`config.mk`:
```
export PLATFORM = sky130hd
export DESIGN_NAME = spi_cmd_ctrl
export DESIGN_NICKNAME = d
export VERILOG_FILES = /design/src/rtl/spi_cmd_pkg.sv /design/src/rtl/spi_cmd_sync.sv /design/src/rtl/spi_cmd_ctrl.sv
export SDC_FILE = /design/constraint.sdc
export NUM_CORES = 1
export LEC_CHECK = 0
export BUFFER_PORTS_ARGS = -buffer_cell sky130_fd_sc_hd__buf_2
export CAP_MARGIN = 5
export CORE_MARGIN = 2
export CORE_UTILIZATION = 42
export CTS_BUF_LIST = sky130_fd_sc_hd__clkbuf_4
export DETAILED_ROUTE_END_ITERATION = 7
export GPL_ROUTABILITY_DRIVEN = 0
export PLACE_DENSITY = 0.73
export SYNTH_ARGS = -nofsm -noshare
export SYNTH_HDL_FRONTEND = slang
export SYNTH_SLANG_ARGS = --single-unit
```
`constraint.sdc`:
```
create_clock -name clk -period 1.9 [get_ports clk]
set_input_delay 0.38 -clock clk [delete_from_list [all_inputs] [get_ports clk]]
set_output_delay 0.38 -clock clk [all_outputs]
set_load 0.02 [all_outputs]
```
`src/rtl/spi_cmd_pkg.sv`:
```
// spi_cmd_pkg: shared state encoding and constants for the SPI command sequencer
package spi_cmd_pkg;
  typedef enum logic [2:0] {
    IDLE,
    CMD,
    WR_DATA,
    WR_BUS,
    RD_BUS,
    RD_WAIT,
    ABORT
  } state_e;
  localparam int CMD_RD_BIT = 7;
  localparam logic [7:0] ABORT_BYTE = 8'hFF;
endpackage

```
`src/rtl/spi_cmd_sync.sv`:
```
// spi_cmd_sync: 2-flop ssel_n synchroniser with frame start/end strobes
module spi_cmd_sync (
  input  logic clk,
  input  logic rst,
  input  logic ssel_n_i,
  output logic sel_o,
  output logic rise_o,
  output logic fall_o
);
  logic s1_q, s2_q, s3_q;
  // Reset to "selected" so a frame already in progress at reset is not mistaken for a new one
  always_ff @(posedge clk) begin
    if (rst) begin
      s1_q <= 1'b1;
      s2_q <= 1'b1;
      s3_q <= 1'b1;
    end else begin
      s1_q <= ~ssel_n_i;
      s2_q <= s1_q;
      s3_q <= s2_q;
    end
  end
  assign sel_o  = s2_q;
  assign rise_o = s2_q & ~s3_q;
  assign fall_o = ~s2_q & s3_q;
endmodule

```
`src/rtl/spi_cmd_ctrl.sv`:
```
// spi_cmd_ctrl: turns SPI command frames into single-beat register-bus transactions.
// Define SPI_CMD_AUTOINC_EN for burst address auto-increment; otherwise the address is held per frame.
module spi_cmd_ctrl
  import spi_cmd_pkg::*;
#(
  parameter int AW = 7,
  parameter int TIMEOUT = 15,
  parameter logic [7:0] IDLE_BYTE = 8'h00
) (
  input  logic          clk,
  input  logic          rst,
  input  logic          ssel_n,
  input  logic          byte_received,
  input  logic [7:0]    byte_data_received,
  output logic [7:0]    byte_send,
  output logic          bus_req,
  output logic          bus_we,
  output logic [AW-1:0] bus_addr,
  output logic [7:0]    bus_wdata,
  input  logic [7:0]    bus_rdata,
  input  logic          bus_ack,
  output logic          busy,
  output logic          err
);
  localparam int CW = $clog2(TIMEOUT + 1);
`ifdef SPI_CMD_AUTOINC_EN
  localparam logic [AW-1:0] INC = AW'(1);
`else
  localparam logic [AW-1:0] INC = '0;
`endif
  state_e        state_q;
  logic [7:0]    byte_send_q, bus_wdata_q;
  logic          bus_req_q, bus_we_q, err_q;
  logic [AW-1:0] bus_addr_q;
  logic [CW-1:0] cnt_q;
  logic          sel, sel_rise, sel_fall;
  spi_cmd_sync u_sync (
    .clk      (clk),
    .rst      (rst),
    .ssel_n_i (ssel_n),
    .sel_o    (sel),
    .rise_o   (sel_rise),
    .fall_o   (sel_fall)
  );
  always_ff @(posedge clk) begin
    if (rst) begin
      state_q     <= IDLE;
      byte_send_q <= IDLE_BYTE;
      bus_req_q   <= 1'b0;
      bus_we_q    <= 1'b0;
      bus_addr_q  <= '0;
      bus_wdata_q <= '0;
      err_q       <= 1'b0;
      cnt_q       <= '0;
    end else if (sel_fall) begin
      state_q   <= IDLE;
      bus_req_q <= 1'b0;
    end else begin
      case (state_q)
        IDLE: if (sel_rise) begin
          state_q     <= CMD;
          err_q       <= 1'b0;
          byte_send_q <= IDLE_BYTE;
        end
        CMD: if (byte_received) begin
          bus_addr_q <= AW'(byte_data_received[6:0]);
          if (byte_data_received[CMD_RD_BIT]) begin
            state_q   <= RD_BUS;
            bus_req_q <= 1'b1;
            bus_we_q  <= 1'b0;
            cnt_q     <= '0;
          end else begin
            state_q <= WR_DATA;
          end
        end
        WR_DATA: if (byte_received) begin
          state_q     <= WR_BUS;
          bus_wdata_q <= byte_data_received;
          bus_req_q   <= 1'b1;
          bus_we_q    <= 1'b1;
          cnt_q       <= '0;
        end
        WR_BUS, RD_BUS: begin
          // A byte arriving while the bus is still busy is an SPI overrun
          if (byte_received) err_q <= 1'b1;
          if (bus_ack) begin
            bus_req_q <= 1'b0;
            if (state_q == WR_BUS) begin
              state_q    <= WR_DATA;
              bus_addr_q <= bus_addr_q + INC;
            end else begin
              state_q     <= RD_WAIT;
              byte_send_q <= bus_rdata;
            end
          end else if (cnt_q == CW'(TIMEOUT - 1)) begin
            state_q     <= ABORT;
            bus_req_q   <= 1'b0;
            err_q       <= 1'b1;
            byte_send_q <= ABORT_BYTE;
          end else begin
            cnt_q <= cnt_q + CW'(1);
          end
        end
        RD_WAIT: if (byte_received) begin
          state_q    <= RD_BUS;
          bus_addr_q <= bus_addr_q + INC;
          bus_req_q  <= 1'b1;
          bus_we_q   <= 1'b0;
          cnt_q      <= '0;
        end
        default: ;
      endcase
    end
  end
  assign byte_send = byte_send_q;
  assign bus_req   = bus_req_q;
  assign bus_we    = bus_we_q;
  assign bus_addr  = bus_addr_q;
  assign bus_wdata = bus_wdata_q;
  assign err       = err_q;
  assign busy      = state_q != IDLE;
endmodule

```
==> reports/qor.yml <==
run_status:
  status: "finished, final reports clean"
clock_tree:
  ctsHtreeMaxLevel: 2
  clockBufferDepth: 2
  cts_made_buffers: 5
  cts_tree: "yes"
  insertion_delay_ps: 340
  cts-root-buf: "clkbuf_4"
  clkTransAtPathRegs_ps: 110
  hold_buffers: 0
  clock-sinks: 36
global_route:
  grt_pass1_vias: 1460
  gr-total-overflow: 0
  grt_pass1_wl_um: 6610
  antenna_found_initial: 0
  grt.total_usage_pct: 16.8
  grt_max_degree: 21
setup_path:
  r2r-start: "cnt_q[0]$_SDFFE_PP0P_"
  end_kind: "output port"
  required_ps: 1520
  cp.arrival_ps: 1460
  regToRegEndpoint: "state_q[2]$_SDFFE_PP0P_"
  cp-endpoint: "busy"
  cp-startpoint: "state_q[1]$_SDFFE_PP0P_"
  worst-path-max-fanout: 10
  worstSetupPathType: "flop to output port"
  start_kind: "flop"
  r2r_setup_slack_ps: 110
  reg2regPathDepth: 6
finish:
  postLayoutCellArea_um2: 2270
  n_fill_cell: 387
  area_growth_pct: 23.4
  final-instance-count-excl-fill: 298
  n_antenna_cell: 0
  final_net_count: 268
  drive_above_1_share_pct: 35.4
routing:
  drtIter0Drc: 87
  wl_per_cell_um: 13.7
  ant_nets: 0
  dr_total_vias: 1562
  drcViolationCount: 0
  drt-total-wl_um: 4080
  first_pass_iters: 4
  vias_per_cell: 5.24
yosys:
  syn_nets: 216
  synth.area.top_cells: "dfxtp_1 39%, mux2i_1 13%, nor2_1 4.3%"
  async_flop_share_pct: 0
  syn_inst: 193
  synth-edff-count: 0
  syn_avg_cell_area_um2: 9.54
  ys_top_cells_by_count: "36 x dfxtp_1, 24 x mux2i_1, 21 x nor2_1"
  ys_seq_elements: 36
  yosys.area.top_type: "dfxtp_1"
  yosysMostFrequentCell: "dfxtp_1"
  post-synth-top-area-fraction_pct: 39.1
  ys_warn_count: 0
  synthFlopType: "dfxtp_1"
  ys_seq_area_share_pct: 39.1
  ys_types: 53
  syn_area_um2: 1840
floorplanning:
  die-area_um2: 4930
  core_area_um2: 4290
  start_util_pct: 42.9
  die_h_um: 70.2
  num_rows: 24
  die_x_um: 70.2
  boundaryPins: 48
timing:
  skew_ps: 7.44
  rsz0062_at_grt: "true"
  worst_slew_pin_slew_ps: 419
  slew_headroom_pct: 71.9
  period_needed_ps: 1840
  setup_slack_ps: 59.0
  finalCritPeriodShare_pct: 96.9
  finalHoldViolCount: 0
  max_freq_mhz: 543
  slew_viol_final: 0
  finalSetupViolations: 0
placed_design:
  place_ws_ps: 21.8
  dp_hpwl_um: 2830
  placed_cells: 286
  post_dp_cell_area_um2: 2130
  io_buffers: 47
power:
  power_density_nw_per_um2: 631
  p_leak_nw: 1.06
  p_total_mw: 1.43
  peakVddDrop_mv: 0.330
min_path:
  hold_class: "input pin to flop"
run:
  maxCapViolCount: 0
-- worst max-delay path, cell delays in order (launching register included) --
cell and delay [ps]:
dfxtp_4 400, buf_4 160, or3_4 390, buf_2 170
-- per-stage QoR --
step	setup TNS, ps	util [%]	hold slack [ps]
finish	0	52.9	183
global route	-15.0	52.9	169
CTS	0	51.6	174
detailed placement	0	49.7	397
global placement	0	49.7	399
floorplan	0	-	389
-- logic make-up (layout without fill, tap and decap cells) --
family | count (synthesis) | count (layout) | synth area share [%]
and+or+nand+nor | 67 | 67 | 21.3
xor gates and xnor gates | 1 | 1 | 0.476
DFF | 36 | 36 | 39.1
adders and majority gates | 2 | 2 | 1.36
AOI/OAI and AO/OA | 35 | 35 | 16.8
buffers and inverters | 27 | 80 | 7.00
muxes | 25 | 25 | 13.9
-- layout make-up --
class	count	area [µm²]	share of cell area, %
clock buffers	5	37.5	1.65
clock inverters	3	37.5	1.65
inverters	12	45.0	1.98
multi-input cells	130	1030	45.3
flip-flops and latches	36	726	31.9
well taps	52	65.1	2.86
repair buffers	60	333	14.6
-- power by group --
part | internal (mW) | leakage, nW | switching (mW) | total, mW
Combinational | 0.0561 | 0.732 | 0.0795 | 0.136
Sequential | 0.761 | 0.292 | 0.00659 | 0.767
Clock | 0.269 | 0.0403 | 0.262 | 0.531
Total | 1.09 | 1.06 | 0.348 | 1.43
-- cells in the final DEF (no fill, tap or decap), types with 3 or more instances in the layout --
master,synthesis,routed
nor3b_1,4,4
nor4b_2,3,4
nor3_1,3,3
inv_1,12,12
mux2i_1,24,24
nor2_1,21,21
a211o_1,8,8
buf_2,4,47
clkbuf_4,0,5
nor2b_1,5,5
dfxtp_1,36,34
a32o_1,3,3
buf_4,2,13
nand2_1,13,13
-- worst min-delay path by stage --
| stage | depth (start not counted) | from | to | slack (ps) |
|---|---|---|---|---|
| after floorplan | 1 | u_sync.s1_q$_SDFF_PP1_ | u_sync.sel_o$_SDFF_PP1_ | 390 |
| after global placement | 1 | u_sync.s1_q$_SDFF_PP1_ | u_sync.sel_o$_SDFF_PP1_ | 400 |
| after detailed placement | 1 | u_sync.s1_q$_SDFF_PP1_ | u_sync.sel_o$_SDFF_PP1_ | 400 |
| after CTS | 2 | ssel_n | u_sync.s1_q$_SDFF_PP1_ | 170 |
| after global routing | 2 | ssel_n | u_sync.s1_q$_SDFF_PP1_ | 170 |
| final | 2 | ssel_n | u_sync.s1_q$_SDFF_PP1_ | 180 |
-- what timing repair did --
action,4_1_cts,5_1_grt
gates resized for setup,4,3
endpoints found under the hold margin,0,0
setup buffers,0,4
setup endpoints to repair,1,7
-- metal layers --
metal  vias to the layer above  GRT usage, %  share of wire (%)
li1                        794             -                  -
met1                       729          20.7                 46
met2                        30          27.3                 49
met3                         9          4.76                3.8
met4                         0          7.05                1.9
met5                         -             0                  0
-- sequential cells by signal, summed over array words and instances, names as in the netlist --
name and count:
bus_addr 7, bus_req 1, bus_wdata 8, bus_we 1
byte_send 8, cnt_q 4, err 1, state_q 3
u_sync.s1_q 1, u_sync.s3_q 1, u_sync.sel_o 1
Note: power is estimated with default switching activity, not from simulation.
